[src/rtl/sync_debounce.sv]
// Synchroniser plus counter-based debounce qualifier with edge pulses.
// Optional saturating rise-event counter: SYNC_DEBOUNCE_EVT_CNT_EN.
module sync_debounce #(
  parameter int   SYNC_STAGES     = 2,
  parameter int   DEBOUNCE_CYCLES = 16,
  parameter logic RESET_LEVEL     = 1'b0
`ifdef SYNC_DEBOUNCE_EVT_CNT_EN
  ,
  parameter int   CNT_W           = 8
`endif
) (
  input  logic clk,
  input  logic rst,
  input  logic d_in,
  output logic q_out,
  output logic rise_pulse,
  output logic fall_pulse,
  output logic busy
`ifdef SYNC_DEBOUNCE_EVT_CNT_EN
  ,
  output logic [CNT_W-1:0] evt_count
`endif
);

  localparam int CW = $clog2(DEBOUNCE_CYCLES + 1);
  localparam logic [CW-1:0] LAST =
    CW'(DEBOUNCE_CYCLES - 1);

  typedef enum logic {
    STABLE,
    QUALIFY
  } state_t;

  state_t state;
  state_t state_nx;

  logic [SYNC_STAGES-1:0] sync;
  logic                   sync_q;
  logic [CW-1:0]          cnt;
  logic [CW-1:0]          cnt_nx;
  logic                   q_nx;
  logic                   rise_nx;
  logic                   fall_nx;

  assign sync_q = sync[SYNC_STAGES-1];
  assign busy   = (state == QUALIFY);

  // Shift the raw input through the synchroniser chain.
  always_ff @(posedge clk) begin
    if (rst) begin
      sync <= {SYNC_STAGES{RESET_LEVEL}};
    end else begin
      sync <= {sync[SYNC_STAGES-2:0], d_in};
    end
  end

  // Qualifier state, counter, output level and pulses.
  always_ff @(posedge clk) begin
    if (rst) begin
      state      <= STABLE;
      cnt        <= '0;
      q_out      <= RESET_LEVEL;
      rise_pulse <= 1'b0;
      fall_pulse <= 1'b0;
    end else begin
      state      <= state_nx;
      cnt        <= cnt_nx;
      q_out      <= q_nx;
      rise_pulse <= rise_nx;
      fall_pulse <= fall_nx;
    end
  end

  // Count consecutive mismatches; accept the new level on the last one.
  always_comb begin
    state_nx = state;
    cnt_nx   = cnt;
    q_nx     = q_out;
    rise_nx  = 1'b0;
    fall_nx  = 1'b0;
    unique case (state)
      STABLE: begin
        if (sync_q != q_out) begin
          if (DEBOUNCE_CYCLES == 1) begin
            q_nx    = sync_q;
            rise_nx = sync_q;
            fall_nx = ~sync_q;
          end else begin
            state_nx = QUALIFY;
            cnt_nx   = CW'(1);
          end
        end
      end
      QUALIFY: begin
        if (sync_q == q_out) begin
          state_nx = STABLE;
          cnt_nx   = '0;
        end else if (cnt == LAST) begin
          state_nx = STABLE;
          cnt_nx   = '0;
          q_nx     = sync_q;
          rise_nx  = sync_q;
          fall_nx  = ~sync_q;
        end else begin
          cnt_nx = cnt + 1'b1;
        end
      end
    endcase
  end

`ifdef SYNC_DEBOUNCE_EVT_CNT_EN
  // Saturating count of accepted rising edges.
  always_ff @(posedge clk) begin
    if (rst) begin
      evt_count <= '0;
    end else if (rise_nx && (evt_count != '1)) begin
      evt_count <= evt_count + 1'b1;
    end
  end
`endif

endmodule

[config.mk]
export PLATFORM = sky130hd
export DESIGN_NAME = sync_debounce
export DESIGN_NICKNAME = d
export VERILOG_FILES = /design/src/rtl/sync_debounce.sv
export SDC_FILE = /design/constraint.sdc
export NUM_CORES = 1
export LEC_CHECK = 0
export CAP_MARGIN = 20
export CORE_AREA = 2 2 39 41
export DETAILED_ROUTE_END_ITERATION = 10
export DIE_AREA = 0 0 41 43
export DONT_BUFFER_PORTS = 1
export SLEW_MARGIN = 20
export SYNTH_ARGS = -nofsm -noshare
export SYNTH_HDL_FRONTEND = slang
export SYNTH_SLANG_ARGS = --single-unit
[constraint.sdc]
create_clock -name clk -period 1.53 [get_ports clk]
set_input_delay 0.306 -clock clk [delete_from_list [all_inputs] [get_ports clk]]
set_output_delay 0.306 -clock clk [all_outputs]
set_load 0.05 [all_outputs]
==> reports/metrics.cfg <==
[outcome]
status = completed

[synthesis]
synthDistinctLibCells = 24
synth_top_area_share_pct = 46.2
yosysMostFrequentCell = dfxtp_1
netlist_top_cells_area = dfxtp_1, nand3_1, nand4b_1
synth_edf_count = 0
ys_ff_latch = 11
ys.flop_type = dfxtp_1
yosys.area.top_type = dfxtp_1
synth_commonest_cells = dfxtp_1, nand3_1, a21oi_1, nand4b_1, nor2_1
avgSynthCellArea_um2 = 9.53
seq_area_frac_synth_pct = 46.2
async_reset_ff_share_pct = 0
synth_cells = 50
synth_area_um2 = 477
syn_nets = 54
yosysWarnings = 0

[finish]
diodes = 0
layout-drive-gt1-share_pct = 18.2
final_nets = 60
fin_cells = 71
nFillCells = 140
multiInputGateArea_um2 = 244
seqCellArea_um2 = 223
syn_to_final_growth_pct = 13.1

[sta]
setup-violations-final = 0
fmax_mhz = 785
worst_pin_slew_ns = 0.482
finalCritPeriodShare_pct = 83.3
rsz0062_at_grt = no
drv_slew = 0
period_minus_slack_ns = 1.27
relSlewSlack_pct = 67.8
hold_violations = 0
skew_ns = 0.00879
fin_tns_setup_ns = 0

[die]
start_util_pct = 34.4
die_area_mm2 = 0.00176
io_pins = 7
die_y_um = 43
coreArea_mm2 = 0.00138
num_rows = 14
die_w_um = 41

[critical_path]
critPathArrivalTime_ns = 1.48
cp_slowest_cell = or4b_4
crit_path_max_incr_delay_ns = 0.55
path_class = flip-flop to flip-flop
crit_fanout = 5
crit_start = sync[1]
start_kind = flip-flop
cp_top_family = simple AND/OR/NAND/NOR gates
cp_num_buf_inv = 0
cp_num_cells = 3
end_kind = flip-flop
r2r_cells = 3
reg2reg_from = sync[1]
required_ns = 1.74
reg2reg_to = cnt[3]
critPathCapture = cnt[3]
r2r_slack_ns = 0.26
crit_chain = xnor2_1, or4b_4, o211ai_2

[routing]
drt_iter0_drc = 7
ant_nets = 0
wl_per_cell_um = 12.3
drcViolationCount = 0
first_pass_iters = 6
vias = 385
routed_via_density = 5.42
routed_wl_um = 872

[clocking]
clock_latency_ns = 0.27
post_cts_buffers = 0
ctsRootBufferMaster = clkbuf_4
holdBufCountCts = 0
cts_made_buffers = 3
post_cts_resized = 0
clockBufferDepth = 2
clkTransAtPathRegs_ns = 0.07
cts_sinks = 11
htreeDepth = 1
tritoncts = built

[hold_path]
worstHoldStart = rst
worstHoldPathType = primary input to flip-flop

[global_route]
grt_pass1_vias = 332
antenna_found_initial = 0
grt_overflow = 0
grt_pass1_wl_um = 1380
grt_max_degree = 13
grtUsageTotal_pct = 12.2

[pwr]
leakagePower_nw = 0.189
ir_drop_mv = 0.423
finalPower_uw = 513
power.density_mw_per_mm2 = 952

[placed_design]
portBuffers = 0
post-dp-hpwl_um = 612
placedCellCount = 67
gp_congestion = 0.680

[job]
maxCapViolCount = 0

==> flip-flops by register name, indices dropped and copies added, names as in the netlist <==
name and flops:
busy 1, cnt 5, fall_pulse 1, q_out 1, rise_pulse 1, sync 2
==> worst min-delay path by stage <==
stage	to	slack [ns]	depth (start not counted)
finish	cnt[1]	0.09	1
global route	cnt[1]	0.08	1
CTS	cnt[1]	0.08	1
detailed placement	q_out	0.38	1
global placement	q_out	0.37	1
floorplan	sync[1]	0.41	1
==> layout make-up <==
type / instances / share of cell area [%]
inverter: 1 / 0.696
multi-input combinational: 36 / 45.2
tap: 16 / 3.71
clock buffer: 4 / 4.87
sequential: 11 / 41.3
timing repair buffer: 3 / 4.18
==> cell usage in the layout (no fill, tap or decap) <==
cell type,instances
or4b_4,1
nor2b_1,2
nand3_1,6
dfxtp_2,2
inv_1,1
nand4b_1,3
nor3_1,1
ha_1,1
o211ai_2,1
or3_1,1
and4b_1,1
nand2_1,2
clkbuf_1,1
a2111oi_1,1
nand2b_1,2
buf_4,3
a31oi_1,1
dfxtp_1,9
nor2_1,3
nand4_1,2
clkbuf_4,3
a21oi_1,3
xnor2_1,1
nor4b_1,2
xor2_1,1
o21ai_0,1
==> cells by family after synthesis <==
| family | after synthesis | synth area share, % |
|---|---|---|
| AOI/OAI and AO/OA | 7 | 10.2 |
| xor gates and xnor gates | 2 | 3.68 |
| adders and majority gates | 1 | 2.62 |
| buffers and inverters | 3 | 2.62 |
| DFF | 11 | 46.2 |
| and+or+nand+nor | 26 | 34.6 |
==> routing by layer <==
layer	vias to the layer above	track usage [%]	wire length, um
li1	195	-	-
met1	183	14.6	430
met2	5	15.3	391
met3	2	6.28	35
met4	0	10.0	14
met5	-	0	0
==> stage by stage <==
stage | hold slack, ns | instance area [um^2] | util [%] | worst slack, ns
2_1_floorplan | 0.414 | 479 | - | 0.0565
3_3_place_gp | 0.374 | 513 | 37.1 | 0.240
3_5_place_dp | 0.377 | 513 | 37.1 | 0.277
4_1_cts | 0.0814 | 539 | 39.0 | 0.248
5_1_grt | 0.0759 | 539 | 39.0 | 0.186
6_report | 0.0934 | 539 | 39.0 | 0.256
==> power breakdown <==
group | switching [mW] | leakage, nW | internal (mW)
logic | 0.0116 | 0.0835 | 0.00857
registers | 0.00343 | 0.0902 | 0.291
clock network | 0.0979 | 0.0150 | 0.101
No activity file was read; power rests on OpenSTA's default activity.
